`src/rtl/cnt_bcd_down_pkg.sv`:
```
// cnt_pkg: shared types and helpers for the BCD down-counter slice.
//   state_e   : controller states (IDLE, RUN)
//   BCD_W     : bits per BCD digit
//   BCD_MAX   : largest legal BCD digit value
//   bcd_clamp : saturates a 4-bit nibble to a legal BCD digit (0..9)
package cnt_pkg;

    localparam int         BCD_W   = 4;
    localparam logic [3:0] BCD_MAX = 4'd9;

    typedef enum logic {
        IDLE = 1'b0,
        RUN  = 1'b1
    } state_e;

    function automatic logic [BCD_W-1:0] bcd_clamp(input logic [BCD_W-1:0] d);
        return (d > BCD_MAX) ? BCD_MAX : d;
    endfunction

endpackage

```
`src/rtl/cnt_bcd_down_if.sv`:
```
// cnt_bcd_down_if: control/data bundle for cnt_bcd_down.
//   EN, LOAD (active-low), START, STOP, DATA : driven by master
//   DOUT, BOUT, DONE, BUSY                   : driven by slave (the counter)
// DIGITS must match the counter's DIGITS parameter.
interface cnt_bcd_down_if #(
    parameter int DIGITS = 2
);
    logic                  EN;
    logic                  LOAD;
    logic                  START;
    logic                  STOP;
    logic [4*DIGITS-1:0]   DATA;
    logic [4*DIGITS-1:0]   DOUT;
    logic                  BOUT;
    logic                  DONE;
    logic                  BUSY;

    modport master (
        output EN, LOAD, START, STOP, DATA,
        input  DOUT, BOUT, DONE, BUSY
    );

    modport slave (
        input  EN, LOAD, START, STOP, DATA,
        output DOUT, BOUT, DONE, BUSY
    );
endinterface

```
`src/rtl/cnt_bcd_down_digit.sv`:
```
// bcd_digit_down: one BCD digit of the down-counter.
//   CLK, RSTN  : clock, async active-low reset (digit resets to 0)
//   load       : load clamped load_val this cycle (has priority over borrow_in)
//   load_val   : raw nibble to load; values >9 are clamped to 9
//   borrow_in  : decrement this digit
//   borrow_out : digit is 0 while decrementing, so it wraps to 9 and borrows
//   digit      : current digit value
//   is_zero    : digit == 0
module bcd_digit_down
    import cnt_pkg::*;
(
    input  logic             CLK,
    input  logic             RSTN,
    input  logic             load,
    input  logic [BCD_W-1:0] load_val,
    input  logic             borrow_in,
    output logic             borrow_out,
    output logic [BCD_W-1:0] digit,
    output logic             is_zero
);
    logic [BCD_W-1:0] digit_q, digit_d;

    always_comb begin
        digit_d = digit_q;
        if (load)
            digit_d = bcd_clamp(load_val);
        else if (borrow_in)
            digit_d = (digit_q == '0) ? BCD_MAX : digit_q - 4'd1;
    end

    always_ff @(posedge CLK or negedge RSTN) begin
        if (!RSTN) digit_q <= '0;
        else       digit_q <= digit_d;
    end

    assign digit      = digit_q;
    assign is_zero    = (digit_q == '0);
    assign borrow_out = borrow_in & is_zero;

endmodule

```
`src/rtl/cnt_bcd_down.sv`:
```
// cnt_bcd_down: multi-digit loadable BCD down-counter with IDLE/RUN control.
//   CLK, RSTN : clock (rising edge), async active-low reset
//   bus       : cnt_bcd_down_if.slave
//               EN tick, LOAD (active-low sync load), START, STOP, DATA preset,
//               DOUT count, BOUT (DOUT==0, combinational), DONE (1-cycle pulse
//               on reaching zero in RUN), BUSY (in RUN)
// Edge priority: STOP > LOAD > START > decrement.
// Optional: CNT_BCD_DOWN_AUTORELOAD_EN reloads the last loaded (clamped) preset
// instead of stopping at zero; a zero preset falls back to normal stop.
module cnt_bcd_down
    import cnt_pkg::*;
#(
    parameter int DIGITS = 2
) (
    input  logic           CLK,
    input  logic           RSTN,
    cnt_bcd_down_if.slave  bus
);
    localparam int CW = BCD_W * DIGITS;

    logic [CW-1:0]     data_clamp;
    logic [CW-1:0]     ld_val;
    logic [CW-1:0]     dout;
    logic [DIGITS:0]   borrow;
    logic [DIGITS-1:0] dig_zero;
    logic              ld, dec, all_zero, is_one, reload_ok;
    logic              done_q, done_d;
    state_e            state_q, state_d, state_nxt;

    // Digit chain: borrow[0] is the decrement request, each digit passes a
    // borrow upward when it wraps 0 -> 9.
    assign borrow[0] = dec;

    for (genvar i = 0; i < DIGITS; i++) begin : g_dig
        assign data_clamp[i*BCD_W +: BCD_W] = bcd_clamp(bus.DATA[i*BCD_W +: BCD_W]);

        bcd_digit_down u_digit (
            .CLK        (CLK),
            .RSTN       (RSTN),
            .load       (ld),
            .load_val   (ld_val[i*BCD_W +: BCD_W]),
            .borrow_in  (borrow[i]),
            .borrow_out (borrow[i+1]),
            .digit      (dout[i*BCD_W +: BCD_W]),
            .is_zero    (dig_zero[i])
        );
    end

    assign all_zero = &dig_zero;
    assign is_one   = (dout == CW'(1));

`ifdef CNT_BCD_DOWN_AUTORELOAD_EN
    logic [CW-1:0] shadow_q, shadow_d;

    // A load with LOAD high can only be an auto-reload from the shadow.
    assign ld_val    = bus.LOAD ? shadow_q : bus.DATA;
    assign shadow_d  = (ld && !bus.LOAD) ? data_clamp : shadow_q;
    assign reload_ok = (shadow_q != '0);

    always_ff @(posedge CLK or negedge RSTN) begin
        if (!RSTN) shadow_q <= '0;
        else       shadow_q <= shadow_d;
    end
`else
    assign ld_val    = bus.DATA;
    assign reload_ok = 1'b0;
`endif

    always_comb begin
        state_nxt = state_q;
        done_d    = 1'b0;
        ld        = 1'b0;
        dec       = 1'b0;
        if (bus.STOP) begin
            state_nxt = IDLE;
        end else if (!bus.LOAD) begin
            ld = 1'b1;
            // Loading zero while running is an abort, not a terminal count.
            if (state_q == RUN && data_clamp == '0)
                state_nxt = IDLE;
        end else if (bus.START && state_q == IDLE) begin
            if (!all_zero)
                state_nxt = RUN;
        end else if (state_q == RUN && bus.EN) begin
            if (is_one) begin
                done_d = 1'b1;
                if (reload_ok) begin
                    ld = 1'b1;
                end else begin
                    dec       = 1'b1;
                    state_nxt = IDLE;
                end
            end else begin
                dec = 1'b1;
            end
        end
    end

    // A borrow out of the top digit means we decremented from zero; that is
    // unreachable in RUN, but if it ever happens drop to IDLE rather than spin.
    assign state_d = borrow[DIGITS] ? IDLE : state_nxt;

    always_ff @(posedge CLK or negedge RSTN) begin
        if (!RSTN) begin
            state_q <= IDLE;
            done_q  <= 1'b0;
        end else begin
            state_q <= state_d;
            done_q  <= done_d;
        end
    end

    assign bus.DOUT = dout;
    assign bus.BOUT = all_zero;
    assign bus.DONE = done_q;
    assign bus.BUSY = (state_q == RUN);

endmodule
```
`src/flat_wrapper.sv`:
```
// flat-port wrapper written by rule: the top's interface ports become plain ports
module cnt_bcd_down_flat import cnt_pkg::*;
#(
    parameter int DIGITS = 2
)
  (CLK, RSTN, bus_EN, bus_LOAD, bus_START, bus_STOP, bus_DATA, bus_DOUT, bus_BOUT, bus_DONE, bus_BUSY);
  cnt_bcd_down_if #(.DIGITS(DIGITS)) bus_i ();
  input  logic CLK;
  input  logic RSTN;
  input wire logic [$bits(bus_i.EN)-1:0] bus_EN;
  input wire logic [$bits(bus_i.LOAD)-1:0] bus_LOAD;
  input wire logic [$bits(bus_i.START)-1:0] bus_START;
  input wire logic [$bits(bus_i.STOP)-1:0] bus_STOP;
  input wire logic [$bits(bus_i.DATA)-1:0] bus_DATA;
  output wire logic [$bits(bus_i.DOUT)-1:0] bus_DOUT;
  output wire logic [$bits(bus_i.BOUT)-1:0] bus_BOUT;
  output wire logic [$bits(bus_i.DONE)-1:0] bus_DONE;
  output wire logic [$bits(bus_i.BUSY)-1:0] bus_BUSY;
  assign bus_i.EN = bus_EN;
  assign bus_i.LOAD = bus_LOAD;
  assign bus_i.START = bus_START;
  assign bus_i.STOP = bus_STOP;
  assign bus_i.DATA = bus_DATA;
  assign bus_DOUT = bus_i.DOUT;
  assign bus_BOUT = bus_i.BOUT;
  assign bus_DONE = bus_i.DONE;
  assign bus_BUSY = bus_i.BUSY;
  cnt_bcd_down #(.DIGITS(DIGITS)) u_core (.CLK(CLK), .RSTN(RSTN), .bus(bus_i));
endmodule
```
`config.mk`:
```
export PLATFORM = sky130hd
export DESIGN_NAME = cnt_bcd_down_flat
export DESIGN_NICKNAME = d
export VERILOG_FILES = /design/src/rtl/cnt_bcd_down_pkg.sv /design/src/rtl/cnt_bcd_down_if.sv /design/src/rtl/cnt_bcd_down_digit.sv /design/src/rtl/cnt_bcd_down.sv /design/src/flat_wrapper.sv
export SDC_FILE = /design/constraint.sdc
export NUM_CORES = 1
export LEC_CHECK = 0
export ABC_AREA = 1
export CORE_ASPECT_RATIO = 0.8
export CORE_MARGIN = 5
export CORE_UTILIZATION = 31
export DETAILED_ROUTE_END_ITERATION = 12
export PLACE_DENSITY_LB_ADDON = 0.05
export SYNTH_ARGS = -nofsm -noshare
export SYNTH_HDL_FRONTEND = slang
export SYNTH_HIERARCHICAL = 1
export SYNTH_SLANG_ARGS = --single-unit
export TNS_END_PERCENT = 50
```
`constraint.sdc`:
```
create_clock -name CLK -period 1.85 [get_ports CLK]
set_input_delay 0.37 -clock CLK [delete_from_list [all_inputs] [get_ports CLK]]
set_output_delay 0.37 -clock CLK [all_outputs]
set_load 0.03 [all_outputs]
```
==> Yosys cells after proc, flatten, opt, wreduce, memory -nomap -nowiden <==
Cells that the tools add are included.
{ "totals": {"word_cells": 53, "inputBits": 14, "reg_bits": 10} }
{ "op_classes": {"n_eq_ne": 4, "reduce_logical": 11, "add_sub_neg": 2, "bitwise": 3, "n_lt_le_gt_ge": 2, "mux": 27} }
{ "ops": {"columns": ["operator", "n"], "rows": [
  ["4-bit 2-to-1 mux", 8],
  ["1-bit 2-to-1 mux", 19],
  ["5-bit by 1-bit != test with 1-bit output (second input constant)", 2],
  ["8-bit by 1-bit equality test with 1-bit output (second input constant)", 1],
  ["4-bit greater-than comparator (second input constant)", 2],
  ["4-bit logical NOT", 2],
  ["8-bit logical NOT", 1],
  ["4-bit by 1-bit subtractor with 4-bit output (second input constant)", 2],
  ["5-bit != test (second input constant)", 1],
  ["4-bit AND reduction", 1],
  ["2-bit nonzero test", 2],
  ["4-bit nonzero test", 1],
  ["1-bit logical AND", 3],
  ["1-bit bitwise AND", 2],
  ["2-bit AND reduction", 1],
  ["1-bit NOT", 1]
]} }

==> Depth between registers and ports, before layout <==
Gate-level depths: netlist of run 1.
{ "logic_depth": {"ltp_word": 9, "mapped_depth": 10} }

==> Cells and area by module <==
The synthesis of run 1 kept the hierarchy.
{ "by_module_without_submodules": {"columns": ["mod", "cells_per_inst", "seq_area_each_um2", "area_per_inst_um2", "n_inst"], "rows": [
  ["bcd_digit_down", 43, 100.1, 274.0, 2],
  ["cnt_bcd_down", 39, 50.0, 225.2, 1]
]} }

==> Worst setup path before layout of run 1 <==
No wires, ideal clock.
{ "synth_timing": {"kind": "register to output", "from": "register u_core.g_dig[0].u_digit.digit_q[2]", "to": "output port bus_BOUT", "path_stages_with_launch": 6, "required_ns": 1.480, "path_slack_ns": 0.339, "t_arrival_ns": 1.141, "cell_sequence": "dfrtp_1 -> nor2_1 -> nand2_1 -> inv_1 -> nand2_2 -> inv_1"} }
{ "synth_between": {"elab_chain_cells": 2} }
{ "synth_rtl": {"columns": ["item", "line_no", "source"], "rows": [
  ["from (decl)", "cnt_bcd_down_digit.sv:21", "logic [BCD_W-1:0] digit_q, digit_d;"],
  ["from (signal assigned)", "cnt_bcd_down_digit.sv:33", "else digit_q <= digit_d;"],
  ["4-bit logical NOT", "cnt_bcd_down_digit.sv:37", "assign is_zero = (digit_q == '0);"],
  ["named net u_core.dig_zero[0]", "cnt_bcd_down.sv:25", "logic [DIGITS-1:0] dig_zero;"],
  ["2-bit AND reduction", "cnt_bcd_down.sv:49", "assign all_zero = &dig_zero;"],
  ["to (decl)", "flat_wrapper.sv:16", "output wire logic [$bits(bus_i.BOUT)-1:0] bus_BOUT;"]
]} }
The timed path passes the listed nets, and every way through them passes these cells.

==> Final worst setup path of run 1 <==
{ "layout_timing": {"from": "register u_core.g_dig[0].u_digit.digit_q[1]", "to": "output port bus_DOUT[1]"} }
{ "layout_rtl": {"columns": ["item", "line_no", "source"], "rows": [
  ["to (decl)", "flat_wrapper.sv:15", "output wire logic [$bits(bus_i.DOUT)-1:0] bus_DOUT;"]
]} }
No word-level cell between the ends.

==> results.py, run 1 <==
metrics = {
    "critical_path": {
        "critPathBufInv": 1,
        "slowest_stage": "clkdlybuf4s50_1",
        "worst_ep_required_time_ns": 1.48,
        "end_kind": "primary output",
        "crit_family": "buffers and inverters",
        "critPathLaunchType": "flop",
        "cp.arrival_ns": 1.41,
        "cp_slowest_stage_delay_ns": 0.71,
        "worstPathCellList": "clkdlybuf4s50_1",
        "path_max_fanout": 5,
        "r2r_slack_ns": 0.50,
        "r2r-end": "u_core/g_dig[0].u_digit/digit[3]",
        "ff2ff_path_depth": 7,
        "r2r-start": "u_core/bus.BUSY",
        "crit_type": "flop to primary output",
    },
    "cts": {
        "clk_pin_slew_worst_paths_ns": 0.06,
        "ctsHoldBuffers": 0,
        "cts-root-buf": "clkbuf_4",
        "clkLatencyLatePin_ns": 0.25,
        "cts_max_level": 1,
        "numCtsBuffers": 3,
        "cts_tree": "yes",
        "clockBufferDepth": 2,
        "cts_sinks": 10,
        "post_cts_buffers": 0,
    },
    "yosys": {
        "syn_area_um2": 773,
        "async_flop_share": 1.00,
        "synthCells": 125,
        "yosysTopAreaCell": "dfrtp_1",
        "synth_top_area_frac": 0.324,
        "avgSynthCellArea_um2": 6.19,
        "synth_edf_count": 0,
        "synth.top_cells.by_area": "dfrtp_1, nand2_1, inv_1",
        "yosysMostFrequentCell": "nand2_1",
        "ys_types": 16,
        "yosys-top-cells-count": "nand2_1, inv_1, nor2_1",
        "yosys_warnings": 6,
        "syn-num-nets": 139,
        "synth_seq_cells": 10,
        "synth_flop_cell": "dfrtp_1",
        "yosysSeqAreaShare": 0.324,
    },
    "route": {
        "first_pass_iters": 4,
        "routedWlPerCell_um": 9.65,
        "top_layer_used": "met4",
        "wl_met3_um": 104,
        "met1_length_um": 1030,
        "drc": 0,
        "first_iter_violations": 25,
        "ant_nets": 0,
        "vias": 794,
        "viasPerCell": 4.14,
        "route.met2.wl_um": 693,
        "drt-total-wl_um": 1850,
    },
    "cells_and_area": {
        "num-fill-cells": 264,
        "drive_above_1_share": 0.147,
        "syn2layout_area_growth_pct": 45.5,
        "diodes": 0,
        "final_cell_area_um2": 1120,
        "nets": 171,
        "fin_cells": 192,
    },
    "global_routing": {
        "grt_remaining_overflow": 0,
        "grt_max_degree": 11,
        "grt_util_all_layers": 0.117,
        "grt_pass1_wl_um": 3210,
        "antenna_found_initial": 0,
        "grt_pass1_vias": 741,
    },
    "timing": {
        "slew_headroom": 0.727,
        "hold_viol_final": 0,
        "drv_slew": 0,
        "setup_viol": 0,
        "period_needed_ns": 1.78,
        "fmax_mhz": 563,
        "fin_tns_setup_ns": 0,
        "fin_crit_sh": 0.960,
        "tightestPinTransition_ns": 0.408,
        "grt_setup_unrepaired": "no",
        "finClkSkew_ns": 0.000928,
    },
    "pwr": {
        "p_leak_nw": 0.619,
        "finalPower_uw": 974,
        "ir_worst_vdd_mv": 0.279,
        "p_per_area_nw_per_um2": 866,
    },
    "placement": {
        "hpwl_um": 1590,
        "dp_cells": 188,
        "io_buffers": 24,
        "place.gp.congestion": 0.783,
        "placed_area_um2": 1080,
    },
    "floorplanning": {
        "fp-row-count": 16,
        "die_h_um": 54.7,
        "start_util": 0.319,
        "die_area_um2": 3600,
        "top_level_ports": 25,
        "fp.dieW_um": 65.8,
        "coreArea_um2": 2420,
    },
    "run_status": {
        "status": "finished, final reports clean",
    },
    "run": {
        "maxCapViolCount": 0,
    },
    "min_path": {
        "hp-class": "input port to asynchronous set/reset pin",
    },
}
[worst max-delay path by stage]
stage | endpoint | depth (start not counted) | start
after global placement | u_core/g_dig[1].u_digit/digit[0] | 11 | bus_LOAD
after detailed placement | u_core/g_dig[1].u_digit/digit[0] | 11 | bus_LOAD
after floorplan | bus_BOUT | 5 | u_core/g_dig[0].u_digit/digit[2]
final | bus_DOUT[1] | 1 | u_core/g_dig[0].u_digit/digit[1]
after CTS | bus_DOUT[4] | 1 | u_core/g_dig[1].u_digit/digit[0]
after global routing | bus_DOUT[1] | 1 | u_core/g_dig[0].u_digit/digit[1]
[final cells by class]
type                       instances  area [µm²]  area share
tap                               36        45.0      0.0400
inverter                          31         116       0.103
multi-input combinational         84         409       0.364
timing repair buffer              27         268       0.238
clock buffer                       4        36.3      0.0323
sequential                        10         250       0.222
[state kept, by name (all words and copies together) (netlist names)]
register / count
u_core/bus.BUSY: 1
u_core/bus.DONE: 1
u_core/g_dig.u_digit/digit: 8
[cells by family after synthesis]
kind of cell,Yosys count,synth area share
AOI/OAI and AO/OA,22,0.165
buffers and inverters,31,0.150
DFF,10,0.324
and+or+nand+nor,62,0.361
[power breakdown]
part	internal, mW	switching (mW)	total, mW	leakage, nW
clock network	0.119	0.0668	0.186	0.0210
logic	0.189	0.259	0.448	0.477
registers	0.266	0.0747	0.341	0.121
total	0.574	0.400	0.974	0.619
[per-layer routing]
layer / vias to the layer above / global-route usage
li1: 442 / -
met1: 328 / 0.173
met2: 22 / 0.163
met3: 2 / 0.0205
met4: 0 / 0.0517
met5: - / 0
[per-stage QoR]
stage               setup slack (ns)   util  hold slack (ns)
floorplan                      0.339      -           0.0744
finish                        0.0740  0.464            0.410
detailed placement           -0.0887  0.445            0.587
global route                 0.00641  0.464            0.469
CTS                           0.0159  0.460            0.420
global placement             -0.0265  0.445            0.575
[placed cells by master (no fill, tap or decap)]
master,n
a21oi_2,1
a21oi_1,8
clkbuf_8,1
nand2_4,1
buf_4,4
o21ai_2,2
inv_1,29
o21ai_1,5
nor2_2,1
dfrtp_1,10
inv_2,2
dlymetal6s2s_1,3
nand2_1,31
nand4_1,1
nor2_1,18
nor2_4,3
o21ai_0,5
nand3_1,3
o21bai_2,1
clkbuf_4,3
clkdlybuf4s50_1,20
nand2_2,4
[repair_timing]
| action | 4_1_cts | 5_1_grt |
|---|---|---|
| resized for setup | 0 | 5 |
| endpoints found under the hold margin | 0 | 0 |
| setup endpoints to repair | 0 | 5 |
Note: power is estimated with default switching activity, not from simulation.
==> run 2: changes to the inputs <==
- TNS_END_PERCENT: 50 -> 100
==> results of run 2 <==
Final layout, timing and power as in run 1 (identical DEF).
